===== config.mk =====
export PLATFORM = sky130hd
export DESIGN_NAME = regfile_param
export DESIGN_NICKNAME = d
export VERILOG_FILES = /design/src/rtl/regfile_pkg.sv /design/src/rtl/regfile_rdport.sv /design/src/rtl/regfile_param.sv
export SDC_FILE = /design/constraint.sdc
export NUM_CORES = 1
export LEC_CHECK = 0
export CAP_MARGIN = 0
export CORE_MARGIN = 5
export CORE_UTILIZATION = 64
export CTS_BUF_LIST = sky130_fd_sc_hd__clkbuf_8
export CTS_CLUSTER_DIAMETER = 50
export DETAILED_ROUTE_END_ITERATION = 12
export GPL_TIMING_DRIVEN = 0
export HOLD_SLACK_MARGIN = 0.06
export PLACE_DENSITY_LB_ADDON = 0.15
export SLEW_MARGIN = 20
export SYNTH_ARGS = -nofsm -noshare
export SYNTH_HDL_FRONTEND = slang
export SYNTH_HIERARCHICAL = 1
export SYNTH_SLANG_ARGS = --single-unit

===== constraint.sdc =====
create_clock -name clk -period 3.78 [get_ports clk]
set_input_delay 0.567 -clock clk [delete_from_list [all_inputs] [get_ports clk]]
set_output_delay 0.567 -clock clk [all_outputs]
set_load 0.01 [all_outputs]

===== src/rtl/regfile_pkg.sv =====
// Shared constants and helpers for the parameterised register file.
// Error flag bit positions and a constant clog2 used for address widths.
package regfile_pkg;

   localparam int ERR_RANGE = 0;
   localparam int ERR_RBW   = 1;
   localparam int ERR_W     = 2;

   // Ceiling log2, never below 1 so a 2-entry file still gets an address bit.
   function automatic int clog2(input int n);
      int r;
      r = 1;
      for (int i = 1; i < 31; i++) begin
         if ((1 << i) < n) begin
            r = i + 1;
         end
      end
      return r;
   endfunction

endpackage


===== src/rtl/regfile_rdport.sv =====
// Combinational read port: range check, bypass mux, valid lookup, error detect.
// Zero latency; no backpressure, result follows the address in the same cycle.
module regfile_rdport
   import regfile_pkg::*;
#(
   parameter int WIDTH = 9,
   parameter int DEPTH = 8,
   parameter int AW    = 3
) (
   input  logic                         en,
   input  logic [AW-1:0]                addr,
   input  logic [DEPTH-1:0][WIDTH-1:0]  mem,
   input  logic [DEPTH-1:0]             valid,
   input  logic                         byp_en,
   input  logic [AW-1:0]                byp_addr,
   input  logic [WIDTH-1:0]             byp_data,
   output logic [WIDTH-1:0]             data,
   output logic                         vld,
   output logic                         err_range,
   output logic                         err_rbw
);

   logic in_range;
   logic byp_hit;

   assign in_range = int'(addr) < DEPTH;
   assign byp_hit  = byp_en && (byp_addr == addr);

   always_comb begin
      data      = '0;
      vld       = 1'b0;
      err_range = 1'b0;
      err_rbw   = 1'b0;
      if (en) begin
         if (!in_range) begin
            err_range = 1'b1;
         end else if (byp_hit) begin
            data = byp_data;
            vld  = 1'b1;
         end else begin
            data    = mem[addr];
            vld     = valid[addr];
            // An unwritten entry still reads as its (reset) contents, but is flagged.
            err_rbw = !valid[addr];
         end
      end
   end

endmodule


===== src/rtl/regfile_param.sv =====
// Register file, 1 write + 2 combinational read ports, valid bits and sticky errors.
// Reads have zero latency, writes land on the next edge; optional write-to-read bypass via REGFILE_PARAM_BYPASS_EN.
module regfile_param
   import regfile_pkg::*;
#(
   parameter  int WIDTH = 9,
   parameter  int DEPTH = 8,
   localparam int AW    = clog2(DEPTH)
) (
   input  logic             clk,
   input  logic             rst,
   input  logic             chosen,
   input  logic             w_en,
   input  logic [AW-1:0]    w_addr,
   input  logic [WIDTH-1:0] w_data,
   input  logic             r_en_a,
   input  logic             r_en_b,
   input  logic [AW-1:0]    r_addr_a,
   input  logic [AW-1:0]    r_addr_b,
   output logic [WIDTH-1:0] r_data_a,
   output logic [WIDTH-1:0] r_data_b,
   output logic             r_vld_a,
   output logic             r_vld_b,
   input  logic             err_clr,
   output logic [ERR_W-1:0] err
);

   logic [DEPTH-1:0][WIDTH-1:0] mem;
   logic [DEPTH-1:0]            valid;
   logic                        w_in_range;
   logic                        wr_ok;
   logic                        byp_en;
   logic                        a_err_range, a_err_rbw;
   logic                        b_err_range, b_err_rbw;
   logic [ERR_W-1:0]            err_set;

   assign w_in_range = int'(w_addr) < DEPTH;
   assign wr_ok      = chosen && w_en && w_in_range;

`ifdef REGFILE_PARAM_BYPASS_EN
   // A write that reset is about to discard must not be forwarded either.
   assign byp_en = wr_ok && rst;
`else
   assign byp_en = 1'b0;
`endif

   always_ff @(posedge clk) begin
      if (!rst) begin
         mem   <= '0;
         valid <= '0;
      end else if (wr_ok) begin
         mem[w_addr]   <= w_data;
         valid[w_addr] <= 1'b1;
      end
   end

   regfile_rdport #(.WIDTH(WIDTH), .DEPTH(DEPTH), .AW(AW)) u_rd_a (
      .en        (r_en_a),
      .addr      (r_addr_a),
      .mem       (mem),
      .valid     (valid),
      .byp_en    (byp_en),
      .byp_addr  (w_addr),
      .byp_data  (w_data),
      .data      (r_data_a),
      .vld       (r_vld_a),
      .err_range (a_err_range),
      .err_rbw   (a_err_rbw)
   );

   regfile_rdport #(.WIDTH(WIDTH), .DEPTH(DEPTH), .AW(AW)) u_rd_b (
      .en        (r_en_b),
      .addr      (r_addr_b),
      .mem       (mem),
      .valid     (valid),
      .byp_en    (byp_en),
      .byp_addr  (w_addr),
      .byp_data  (w_data),
      .data      (r_data_b),
      .vld       (r_vld_b),
      .err_range (b_err_range),
      .err_rbw   (b_err_rbw)
   );

   assign err_set[ERR_RANGE] = chosen && ((w_en && !w_in_range) || a_err_range || b_err_range);
   assign err_set[ERR_RBW]   = chosen && (a_err_rbw || b_err_rbw);

   // New errors override a simultaneous clear.
   always_ff @(posedge clk) begin
      if (!rst) begin
         err <= '0;
      end else begin
         err <= (err_clr ? '0 : err) | err_set;
      end
   end

endmodule


# After elaboration in Yosys (flattened, before gate mapping)
# Index checks and enable logic that the tools add are counted.
# op_classes
bitwise,2
n_lt_le_gt_ge,4
muxes,20
n_reduce_logical,6
# op_table
op,count
72-bit bitwise mux,1
9-bit binary-select mux with 3-bit select,2
9-bit 2-to-1 mux,5
9-bit demux with 3-bit select,1
"3-bit by 4-bit < comparator with 1-bit output, second input constant",3
8-bit OR,1
1-bit 2-to-1 mux,7
1-bit binary-select mux with 3-bit select,2
1-bit demux with 3-bit select,1
"3-bit by 1-bit greater-or-equal comparator with 1-bit output, second input constant",1
1-bit logical AND,3
1-bit zero test,2
2-bit 2-to-1 mux,1
2-bit OR,1
1-bit logical OR,1
# word_totals
word_cells,42
ff_bits,82
input_bits,25

# Longest topological paths before layout
# depth
ltp_word,7
mapped_depth,8

# Modules after synthesis
# The synthesis kept the hierarchy.
# by_module_without_submodules
module,area_per_inst_um2,instances,cells_each
regfile_param,2970.3,1,277
regfile_rdport,793.3,2,87

# Least setup slack after synthesis
# No wires, ideal clock.
# synth_path
path_kind,input to output
from,input r_addr_a[2]
to,output r_vld_a
setup_slack_ns,1.618
cell_stages,4
path_buffers,2
arrival_time_ns,1.595
cell_sequence,buf_2 > buf_4 > mux4_2 > a21boi_0
# synth_via
elab_chain_cells,3
# synth_lines
item,line_no,text
"start, declared",regfile_param.sv:18,"input logic [AW-1:0] r_addr_a,"
1-bit binary-select mux with 3-bit select,regfile_rdport.sv:42,vld = valid[addr];
1-bit 2-to-1 mux (implied by the code),regfile_rdport.sv:42,
1-bit 2-to-1 mux,regfile_rdport.sv:34,if (en) begin
"end, declared",regfile_param.sv:22,"output logic r_vld_a,"
# Every way passes these cells. The select of a mux whose other input is x is not followed.

# Worst setup path in the final report
# layout_path
from,input r_addr_b[0]
to,output r_data_b[4]
# layout_via
elab_chain_cells,3
# layout_lines
item,line_no,text
"start, declared",regfile_param.sv:19,"input logic [AW-1:0] r_addr_b,"
9-bit binary-select mux with 3-bit select,regfile_rdport.sv:41,data = mem[addr];
9-bit 2-to-1 mux (implied by the code),regfile_rdport.sv:41,
9-bit 2-to-1 mux,regfile_rdport.sv:34,
"end, declared",regfile_param.sv:21,"output logic [WIDTH-1:0] r_data_b,"
# Every way passes these cells. The select of a mux whose other input is x is not followed.

==> summary.md <==
| Metric | Value |
|---|---|
| # rows | `30` |
| Slew HR | `54.6%` |
| # IOs | `47` |
| Num CTS Buffers | `9` |
| Fin area | `0.00531 mm2` |
| WP data arrival | `2.79 ns` |
| Critical path launch point | `r_addr_b[0]` |
| DR DRC count | `0` |
| Required time of the critical path | `3.21 ns` |
| Post_cts resized | `0` |
| Number of vias per cell | `6.51` |
| Commonest cells after routing, fill and taps aside | `mux2i_1 (114), nand2_1 (82), dfxtp_1 (82)` |
| FMAX | `298 MHz` |
| Clock power share | `between 30% and 40%` |
| Initial core utilization | `66.3%` |
| RSZ-0062 raised after global routing | `no` |
| Skew final | `0.00433 ns` |
| Sequential share of power | `48.1%` |
| Core footprint | `0.00687 mm2` |
| Pwr dens | `about 350 mW/mm2` |
| DR pass1 iterations | `5` |
| Mapped Avg Cell Area | `approximately 10 um2` |
| Die width | `94.4 um` |
| Seq/Total Area, Yosys | `36.0%` |
| Overall routing resource usage | `31.3%` |
| Top_reg_cell synth | `dfxtp_1` |
| Post-synth top area share | `between 30% and 40%` |
| PortBufs | `41` |
| Int Pwr | `0.00137 W` |
| WL final | `~13 mm` |
| CTS root buf | `clkbuf_8` |
| Min-Delay Path Class | `reg -> reg` |
| Worst r2r src | `valid[4]` |
| Largest net degree at the start of global routing | `14` |
| Outcome | `completed` |
| Routed wire per std cell | `22.1 um` |
| Crit Path Category | `in -> out` |
| Critical path's largest stage delay | `roughly 0.57 ns` |
| Via Count | `a little under 4,000` |
| Worst-Margin Slew | `0.681 ns` |
| Clock sinks | `82` |
| Synth area leader | `dfxtp_1` |
| Logic pwr share | `roughly an eighth` |
| Layout area overhead | `16.6%` |
| Period utilization | `88.9%` |
| Final setup fails | `0` |
| Die Y | `94.4 um` |
| Final ANT Viol Nets | `0` |
| CTS hold repair buffers | `0` |
| CP endpoint kind | `output port` |
| P_leak | `just under 2 nW` |
| Synthesized instance count | `451` |
| Post-route minimum period | `about 3.4 ns` |
| Mapped Area | `approximately 0.0046 mm2` |
| Initial drt markers | `394` |
| Post-synth cell types | `28` |
| Critical path's slowest cell | `clkdlybuf4s50_1` |
| Remaining global-route overflow | `0` |
| Hold path startpoint | `mem[43]` |
| Worst setup path end | `r_data_b[4]` |
| Dpl hpwl | `between 8 and 9 mm` |
| Switching share of power | `about a quarter` |
| Reg2Reg Depth | `5` |
| Yosys warnings | `6` |
| Most area-consuming cells after synthesis | `dfxtp_1 (36%), mux2i_1 (25%), mux4_2 (8.9%)` |
| CP max FO | `8` |
| Placement Cell Area | `between 0.005 and 0.006 mm2` |
| Gp weighted congestion | `around 0.9` |
| Peak supply drop | `between 0.15 and 0.2 mV` |
| Worst r2r dst | `err[1]` |
| Worst-Skew Late Latency | `0.36 ns` |
| Max-Cap Viols | `0` |
| Setup bufs post-CTS | `0` |
| Die area | `0.00891 mm2` |
| CTS HTree Levels | `3` |
| Hold Vio Cnt, Final | `0` |
| Share of cells above drive strength 1 | `12.4%` |
| Startpoint types | `input port` |
| Setup TNS | `0 ns` |
| Clock slew at reported path FFs | `0.08 ns` |
| Most common cell after layout, fill and taps aside | `mux2i_1` |
| CTS tree | `built` |
| # diodes | `0` |
| Seq cells post-synth | `82` |
| Async SR Flop Fraction | `0%` |
| CP cell instances | `clkdlybuf4s50_1 > or2_2 > buf_1 > o22ai_1 > a21oi_1 > a21oi_1 > clkdlybuf4s50_1` |
| Clock buffer depth | `2` |
| NetSw | `0.000476 W` |
| Number of global-route vias before repair | `3,851` |
| Fin. max-slew vios | `0` |
| Reg2Reg Setup Slack | `~2.2 ns` |
| Fill count | `488` |
| Layout Nets | `529` |
| Global-route wire length before repair | `20.6 mm` |
| Initial antenna violation count | `0` |
| EDFF count, synth | `0` |
worst max-delay path: cells and delay by family:
| kind | cells | cell delay (ns) |
|---|---|---|
| AOI/OAI and AO/OA | 3 | 0.54 |
| buffers and inverters | 3 | 1.36 |
| and+or+nand+nor | 1 | 0.32 |
per-stage QoR:
stage | hold slack (ns) | total power (W) | worst slack, ns | util [%] | instances
5_1_grt | 0.488 | 0.00189 | 0.405 | 77.3 | 605
3_5_place_dp | 0.457 | 0.00114 | 0.505 | 74.1 | 589
6_report | 0.473 | 0.00184 | 0.420 | 77.3 | 605
4_1_cts | 0.473 | 0.00183 | 0.491 | 77.3 | 605
3_3_place_gp | 0.448 | 0.00113 | 0.564 | 74.1 | 589
2_1_floorplan | 0.436 | 0.00105 | 1.62 | - | 452
metal layers:
metal  global-route usage [%]  routed length, um  share of wire, %
met1                     40.5               5050                38
met2                     49.9               5990                45
met3                     5.98               1700                13
met4                     16.1                607               4.5
met5                        0                  0                 0
logic make-up (layout without fill, tap and decap cells):
group	count (synthesis)	after routing	synth area share, %
multiplexers	136	136	36.2
flip-flops	82	82	36.0
buffers and inverters	38	95	5.24
other	3	4	0.247
XOR/XNOR	6	6	1.15
AND/OR/NAND/NOR	104	104	11.0
AO/OA/AOI/OAI	82	82	10.1
how the worst min path moves through the flow:
stage | end | slack [ns] | cells after the start
finish | mem[43] | 0.47 | 2
floorplan | valid[0] | 0.44 | 2
CTS | mem[43] | 0.47 | 2
detailed placement | mem[12] | 0.46 | 2
global route | mem[64] | 0.49 | 2
global placement | mem[53] | 0.45 | 2
synth_stat cells (all sizes together) (3+ instances only):
cell type  instances
o22ai             16
nand2b             6
a21oi             34
mux4              22
conb               3
dfxtp             82
o21ai             20
xnor2              6
mux2i            114
nor2               6
o21a               6
a21boi             6
buf               28
nand2             82
clkbuf             8
power groups by stage:
stage	logic [W]	registers, W	clock network [W]
4_1_cts	0.000236	0.000885	0.000710
6_report	0.000246	0.000886	0.000710
3_5_place_dp	0.000235	0.000906	0
5_1_grt	0.000257	0.000887	0.000748
2_1_floorplan	0.000145	0.000904	0
3_3_place_gp	0.000230	0.000905	0
state kept, by name, summed over array words and instances, names as in the netlist:
name,count
mem,72
err,2
valid,8
final cells by class:
type                    count  area (um2)  share of cell area (%)
plain buffers              36         231                    4.36
clock buffers              10         138                    2.59
clock inverters             6        82.6                    1.55
inverters                   2        7.51                   0.141
multi-input cells         332        2680                    50.5
flip-flops and latches     82        1640                    30.9
well taps                  96         120                    2.26
repair buffers             41         410                    7.73
(Power assumes the default switching activity.)
